==> src/rtl/program_sequencer_pkg.sv <==
// ISA types, opcodes and field decoders shared by the program sequencer and the cell array.
package program_sequencer_pkg;

  typedef logic [7:0]  pc_t;
  typedef logic [3:0]  sp_t;
  typedef logic [15:0] instruction_t;
  typedef logic [3:0]  opcode_t;

  typedef enum logic [1:0] {IDLE, FETCH, EXEC, COMMIT} seq_state_t;

  localparam opcode_t OP_NOP  = 4'h0;
  localparam opcode_t OP_HALT = 4'h1;
  localparam opcode_t OP_JMP  = 4'h2;
  localparam opcode_t OP_BR   = 4'h3;
  localparam opcode_t OP_JOIN = 4'h4;

  function automatic opcode_t get_opcode(input instruction_t ins);
    return ins[15:12];
  endfunction

  function automatic logic [11:0] get_immediate(input instruction_t ins);
    return ins[11:0];
  endfunction

endpackage

==> src/rtl/program_sequencer_if.sv <==
// Sequencer bus: host control, instruction memory port and cell broadcast signals.
interface program_sequencer_if
  import program_sequencer_pkg::*;
#(
  parameter int GEN_W = 16
) ();
  logic             start;
  logic             pause;
  pc_t              imem_addr;
  instruction_t     imem_rdata;
  instruction_t     instruction;
  pc_t              next_program_counter;
  sp_t              next_stack_pointer;
  logic             global_enable;
  logic             diverge_any;
  logic             commit;
  logic             done;
  logic             busy;
  logic             error;
  logic [GEN_W-1:0] gen_count;

  modport master (
    input  start, pause, imem_rdata, diverge_any,
    output imem_addr, instruction, next_program_counter, next_stack_pointer,
           global_enable, commit, done, busy, error, gen_count
  );

  modport slave (
    output start, pause, imem_rdata, diverge_any,
    input  imem_addr, instruction, next_program_counter, next_stack_pointer,
           global_enable, commit, done, busy, error, gen_count
  );
endinterface

==> src/rtl/program_sequencer_divergence_stack_ctrl.sv <==
// Divergence stack pointer: push on diverging branch, pop on join, flags illegal moves.
module divergence_stack_ctrl
  import program_sequencer_pkg::*;
#(
  parameter int STACK_DEPTH = 8
) (
  input  logic clk,
  input  logic rst,
  input  logic clear,
  input  logic push,
  input  logic pop,
  output sp_t  sp,
  output logic overflow,
  output logic underflow
);
  // An illegal move leaves sp untouched; the sequencer aborts the generation on the flag.
  assign overflow  = push && (sp == sp_t'(STACK_DEPTH - 1));
  assign underflow = pop && (sp == '0);

  always_ff @(posedge clk or negedge rst) begin
    if (!rst) begin
      sp <= '0;
    end else if (clear) begin
      sp <= '0;
    end else if (push && !overflow) begin
      sp <= sp + sp_t'(1);
    end else if (pop && !underflow) begin
      sp <= sp - sp_t'(1);
    end
  end
endmodule

==> src/rtl/program_sequencer.sv <==
// Global fetch/broadcast controller for the cell array; one generation per start.
// Optional SEQ_WATCHDOG_EN aborts a generation that runs MAX_STEPS instructions without HALT.
module program_sequencer
  import program_sequencer_pkg::*;
#(
  parameter int PROG_BASE   = 0,
  parameter int STACK_DEPTH = 8,
  parameter int GEN_W       = 16,
  parameter int MAX_STEPS   = 1024
) (
  input logic                 clk,
  input logic                 rst,
  program_sequencer_if.master bus
);
  seq_state_t       state;
  pc_t              pc;
  pc_t              next_pc;
  opcode_t          opcode;
  sp_t              sp;
  logic             in_exec;
  logic             start_gen;
  logic             push;
  logic             pop;
  logic             overflow;
  logic             underflow;
  logic             wd_err;
  logic             abort;
  logic             commit_r;
  logic             done_r;
  logic             error_r;
  logic [GEN_W-1:0] gen_cnt;

  if (MAX_STEPS < 1 || STACK_DEPTH < 2 || STACK_DEPTH > 16) begin : g_bad_cfg
    $error("program_sequencer: unsupported MAX_STEPS/STACK_DEPTH");
  end

  assign in_exec   = (state == EXEC);
  assign start_gen = (state == IDLE) && bus.start;
  assign opcode    = get_opcode(bus.imem_rdata);
  assign next_pc   = (opcode == OP_JMP) ? pc_t'(get_immediate(bus.imem_rdata)) : pc + pc_t'(1);
  assign push      = in_exec && (opcode == OP_BR) && bus.diverge_any;
  assign pop       = in_exec && (opcode == OP_JOIN);

  divergence_stack_ctrl #(.STACK_DEPTH(STACK_DEPTH)) u_stack (
    .clk       (clk),
    .rst       (rst),
    .clear     (start_gen),
    .push      (push),
    .pop       (pop),
    .sp        (sp),
    .overflow  (overflow),
    .underflow (underflow)
  );

`ifdef SEQ_WATCHDOG_EN
  localparam int STEP_W = $clog2(MAX_STEPS + 1);
  logic [STEP_W-1:0] steps;

  always_ff @(posedge clk or negedge rst) begin
    if (!rst) begin
      steps <= '0;
    end else if (start_gen) begin
      steps <= '0;
    end else if (in_exec) begin
      steps <= steps + STEP_W'(1);
    end
  end

  // A HALT landing exactly on the last budgeted step still commits.
  assign wd_err = in_exec && (opcode != OP_HALT) && (steps == STEP_W'(MAX_STEPS - 1));
`else
  assign wd_err = 1'b0;
`endif

  assign abort = overflow || underflow || wd_err;

  assign bus.imem_addr            = pc;
  assign bus.instruction          = in_exec ? bus.imem_rdata : '0;
  assign bus.next_program_counter = in_exec ? next_pc : pc;
  assign bus.next_stack_pointer   = sp;
  assign bus.global_enable        = in_exec && (opcode != OP_HALT);
  assign bus.busy                 = (state != IDLE);
  assign bus.commit               = commit_r;
  assign bus.done                 = done_r;
  assign bus.error                = error_r;
  assign bus.gen_count            = gen_cnt;

  always_ff @(posedge clk or negedge rst) begin
    if (!rst) begin
      state    <= IDLE;
      pc       <= pc_t'(PROG_BASE);
      commit_r <= 1'b0;
      done_r   <= 1'b0;
      error_r  <= 1'b0;
      gen_cnt  <= '0;
    end else begin
      commit_r <= 1'b0;
      done_r   <= 1'b0;
      case (state)
        IDLE: begin
          if (bus.start) begin
            pc      <= pc_t'(PROG_BASE);
            error_r <= 1'b0;
            state   <= FETCH;
          end
        end
        FETCH: begin
          if (!bus.pause) state <= EXEC;
        end
        EXEC: begin
          pc <= next_pc;
          if (abort) begin
            error_r <= 1'b1;
            done_r  <= 1'b1;
            state   <= IDLE;
          end else if (opcode == OP_HALT) begin
            commit_r <= 1'b1;
            done_r   <= 1'b1;
            state    <= COMMIT;
          end else begin
            state <= FETCH;
          end
        end
        COMMIT: begin
          gen_cnt <= gen_cnt + GEN_W'(1);
          state   <= IDLE;
        end
        default: state <= IDLE;
      endcase
    end
  end
endmodule

==> src/flat_wrapper.sv <==
// flat-port wrapper written by rule: the top's interface ports become plain ports
module program_sequencer_flat import program_sequencer_pkg::*;
#(
  parameter int PROG_BASE   = 0,
  parameter int STACK_DEPTH = 8,
  parameter int GEN_W       = 16,
  parameter int MAX_STEPS   = 1024
)
  (clk, rst, bus_start, bus_pause, bus_imem_rdata, bus_diverge_any, bus_imem_addr, bus_instruction, bus_next_program_counter, bus_next_stack_pointer, bus_global_enable, bus_commit, bus_done, bus_busy, bus_error, bus_gen_count);
  program_sequencer_if #(.GEN_W(GEN_W)) bus_i ();
  input logic clk;
  input logic rst;
  input wire logic [$bits(bus_i.start)-1:0] bus_start;
  input wire logic [$bits(bus_i.pause)-1:0] bus_pause;
  input wire logic [$bits(bus_i.imem_rdata)-1:0] bus_imem_rdata;
  input wire logic [$bits(bus_i.diverge_any)-1:0] bus_diverge_any;
  output wire logic [$bits(bus_i.imem_addr)-1:0] bus_imem_addr;
  output wire logic [$bits(bus_i.instruction)-1:0] bus_instruction;
  output wire logic [$bits(bus_i.next_program_counter)-1:0] bus_next_program_counter;
  output wire logic [$bits(bus_i.next_stack_pointer)-1:0] bus_next_stack_pointer;
  output wire logic [$bits(bus_i.global_enable)-1:0] bus_global_enable;
  output wire logic [$bits(bus_i.commit)-1:0] bus_commit;
  output wire logic [$bits(bus_i.done)-1:0] bus_done;
  output wire logic [$bits(bus_i.busy)-1:0] bus_busy;
  output wire logic [$bits(bus_i.error)-1:0] bus_error;
  output wire logic [$bits(bus_i.gen_count)-1:0] bus_gen_count;
  assign bus_i.start = bus_start;
  assign bus_i.pause = bus_pause;
  assign bus_i.imem_rdata = bus_imem_rdata;
  assign bus_i.diverge_any = bus_diverge_any;
  assign bus_imem_addr = bus_i.imem_addr;
  assign bus_instruction = bus_i.instruction;
  assign bus_next_program_counter = bus_i.next_program_counter;
  assign bus_next_stack_pointer = bus_i.next_stack_pointer;
  assign bus_global_enable = bus_i.global_enable;
  assign bus_commit = bus_i.commit;
  assign bus_done = bus_i.done;
  assign bus_busy = bus_i.busy;
  assign bus_error = bus_i.error;
  assign bus_gen_count = bus_i.gen_count;
  program_sequencer #(.PROG_BASE(PROG_BASE), .STACK_DEPTH(STACK_DEPTH), .GEN_W(GEN_W), .MAX_STEPS(MAX_STEPS)) u_core (.clk(clk), .rst(rst), .bus(bus_i));
endmodule
==> config.mk <==
export PLATFORM = sky130hd
export DESIGN_NAME = program_sequencer_flat
export DESIGN_NICKNAME = d
export VERILOG_FILES = /design/src/rtl/program_sequencer_pkg.sv /design/src/rtl/program_sequencer_if.sv /design/src/rtl/program_sequencer_divergence_stack_ctrl.sv /design/src/rtl/program_sequencer.sv /design/src/flat_wrapper.sv
export SDC_FILE = /design/constraint.sdc
export NUM_CORES = 1
export LEC_CHECK = 0
export BUFFER_PORTS_ARGS = -buffer_cell sky130_fd_sc_hd__buf_4
export CAP_MARGIN = 20
export CORE_MARGIN = 8
export CORE_UTILIZATION = 43
export DETAILED_ROUTE_END_ITERATION = 6
export PLACE_DENSITY = 0.72
export SLEW_MARGIN = 40
export SYNTH_ARGS = -nofsm -noshare
export SYNTH_HDL_FRONTEND = slang
export SYNTH_SLANG_ARGS = --single-unit
==> constraint.sdc <==
create_clock -name clk -period 5.2 [get_ports clk]
set_clock_uncertainty 0.15 [all_clocks]
set_input_delay 0.26 -clock clk [delete_from_list [all_inputs] [get_ports clk]]
set_output_delay 0.26 -clock clk [all_outputs]
set_load 0.01 [all_outputs]
==> flow_metrics.tcl <==
set metrics [dict create \
    synth_edf_count 0 \
    viasPerCell 5.25 \
    hold_viol_final 0 \
    ys.flop_type "dfrtp_1" \
    min_to "u_core.state[1]" \
    diodes 0 \
    cp.arrival_ns 1.96 \
    fin_crit_sh_pct 45.6 \
    synth_fp_nets 236 \
    postSynthAreaPerCell_um2 9.36 \
    synthArstFlopShare_pct 100 \
    cp_data_required_time_ns 4.79 \
    min-delay-start "bus_pause" \
    tritoncts "yes" \
    die_w_um 83.6 \
    p_leak_nw 1.45 \
    cts_buffers 5 \
    nFillCells 402 \
    die-area_um2 6990 \
    grt_pass1_vias 1719 \
    peakVddDrop_uv 221 \
    powerDensity_nw_per_um2 326 \
    multi_input_area_um2 1090 \
    tns_ns 0 \
    htree_levels 2 \
    setup_viol 0 \
    whs_ns 0.0294 \
    area_growth_syn_to_layout_pct 36.2 \
    core_um2 4380 \
    rr_worst_depth 7 \
    track_usage_pct 14.8 \
    drv_cap 0 \
    syn-cell-area_um2 1970 \
    fin_crit_ns 2.37 \
    path_clk_slew_ns 0.07 \
    crit_fanout 7 \
    num_vias 1797 \
    max_freq_mhz 422 \
    cts_setup_buffers 0 \
    synth_largest_area_cell "dfrtp_1" \
    cp-end-kind "output pin" \
    cts_root_buf "clkbuf_8" \
    die_h_um 83.6 \
    cts_buffer_depth 2 \
    grt_max_degree 34 \
    cts_sinks 33 \
    synth_top_area_share_pct 42.0 \
    post-route-util_pct 61.1 \
    r2r_setup_slack_ns 2.91 \
    outcome "finished clean" \
    whs_path_depth 2 \
    rows 24 \
    rsz0062_at_grt "false" \
    max_slew_margin_pct 56.1 \
    ant_nets 0 \
    synthCells 210 \
    place.gp.congestion 0.783 \
    layout.nets 315 \
    r2r_end "u_core.u_stack.sp[3]" \
    drc 0 \
    ios 78 \
    netlist_top_cells_area "dfrtp_1 42%, nand2_1 6.1%, xnor2_1 5.8%" \
    port_buffers 77 \
    synth-seq-cells 33 \
    worstReg2RegStart "u_core.state[0]" \
    crit_path_start_kind "register" \
    wirelength_mm 5.15 \
    hpwl_mm 3.98 \
    wl_per_cell_um 15.1 \
    drt-initial-drc-count 51 \
    register_area_um2 826 \
    ys_seq_area_share_pct 42.0 \
    slew_violations 0 \
    layout-drive-gt1-share_pct 34.5 \
    ys_warn_count 0 \
    grt_pass1_wl_mm 8.71 \
    insertion_delay_ns 0.28 \
    antenna_found_initial 0 \
    synth_cell_types 48 \
    tightest_slew_ns 0.655 \
    dr.pass1.iters 4 \
    min_path_type "in -> reg" \
    worstSetupPathType "reg -> out" \
    start_util_pct 44.8 \
    overflow 0 \
]
kinds of logic (layout without fill, tap and decap cells):
logic type	Yosys count	count (layout)	share of synthesized area, %
and+or+nand+nor	97	97	27.8
AOI/OAI and AO/OA	41	41	14.0
DFF	33	33	42.0
xor gates and xnor gates	18	18	8.02
buffers and inverters	13	93	2.99
adders and majority gates	5	5	3.56
muxes	3	3	1.65
synthesized netlist by cell type, drive strengths merged, types with 5 or more instances:
| cell type | instances |
|---|---|
| and2 | 16 |
| and3 | 5 |
| a21oi | 7 |
| nand2 | 33 |
| a21o | 11 |
| xor2 | 5 |
| nor2 | 12 |
| inv | 7 |
| nand3 | 10 |
| dfrtp | 33 |
| o21ai | 14 |
| xnor2 | 13 |
flip-flops by register name, summed over array words and instances, names as in the netlist:
| register | count |
|---|---|
| u_core.bus.gen_count | 16 |
| u_core.bus.imem_addr | 8 |
| u_core.u_stack.sp | 4 |
| u_core.state | 2 |
| u_core.bus.commit | 1 |
| u_core.bus.done | 1 |
| u_core.bus.error | 1 |
worst max-delay path, cell delays in order (launching register included):
cell and delay [ns]:
dfrtp_1 0.44, ha_1 0.23, and3_1 0.24, nand3_1 0.12, xor2_1 0.17, a211oi_2 0.25, a21o_1 0.11, buf_4 0.12
cell usage in the layout (no fill, tap or decap), drive strengths merged, types with 2 or more instances in the layout:
cell | synthesis | routed
a21oi | 7 | 7
dfrtp | 33 | 33
mux2 | 2 | 2
and4 | 2 | 2
nor3 | 3 | 3
nand2 | 33 | 33
nor2 | 12 | 12
nand3 | 10 | 10
clkbuf | 2 | 6
xnor2 | 13 | 13
a31oi | 2 | 2
inv | 7 | 7
clkinv | 0 | 2
xor2 | 5 | 5
buf | 4 | 77
o211ai | 3 | 3
and2 | 16 | 16
ha | 4 | 4
nand4 | 2 | 2
a21o | 11 | 11
nor3b | 4 | 4
nand2b | 2 | 2
o21ai | 14 | 14
and3 | 5 | 5
and3b | 2 | 2
cell type report:
| type | instances | share of cell area [%] |
|---|---|---|
| clock buffers | 6 | 2.71 |
| clock inverters | 2 | 0.374 |
| inverters | 7 | 0.981 |
| multi-input cells | 164 | 40.7 |
| flip-flops and latches | 33 | 30.8 |
| well taps | 52 | 2.43 |
| repair buffers | 78 | 22.0 |
power breakdown:
group | total [mW] | switching, mW | internal [mW] | leakage, nW
logic | 0.343 | 0.176 | 0.166 | 0.958
clock network | 0.184 | 0.0916 | 0.0927 | 0.0450
registers | 0.346 | 0.0525 | 0.293 | 0.450
metal layers:
| metal | vias to the layer above | track usage (%) | part of all wire (%) |
|---|---|---|---|
| met2 | 46 | 25.3 | 49 |
| met5 | - | 0 | 0 |
| met4 | 0 | 4.71 | 1.2 |
| met1 | 864 | 16.8 | 44 |
| met3 | 5 | 4.98 | 5.9 |
| li1 | 882 | - | - |
worst max-delay path by stage:
stage	from	endpoint	cells after the start	slack, ns
CTS	u_core.bus.imem_addr[0]	bus_next_program_counter[6]	7	2.82
global placement	bus_imem_rdata[14]	bus_next_program_counter[3]	7	2.87
floorplan	u_core.state[0]	u_core.u_stack.sp[3]	8	3.01
finish	u_core.bus.imem_addr[0]	bus_next_program_counter[6]	7	2.83
detailed placement	u_core.state[0]	u_core.u_stack.sp[3]	7	2.94
global route	u_core.bus.imem_addr[0]	bus_next_program_counter[6]	7	2.65
through the flow:
stage                     cell area [µm²]  cells  power [mW]  worst slack (ns)
after global placement               2580    333       0.690              2.87
final                                2680    342       0.873              2.83
after detailed placement             2580    333       0.696              2.94
after CTS                            2680    342       0.883              2.82
after global routing                 2680    342       0.938              2.65
after floorplan                      1970    210       0.533              3.01
what timing repair did:
item | in CTS | in global routing
hold buffers | 1 | 0
endpoints found under the hold margin | 33 | 0
resized for setup | 0 | 0
Note: power is estimated with default switching activity, not from simulation.
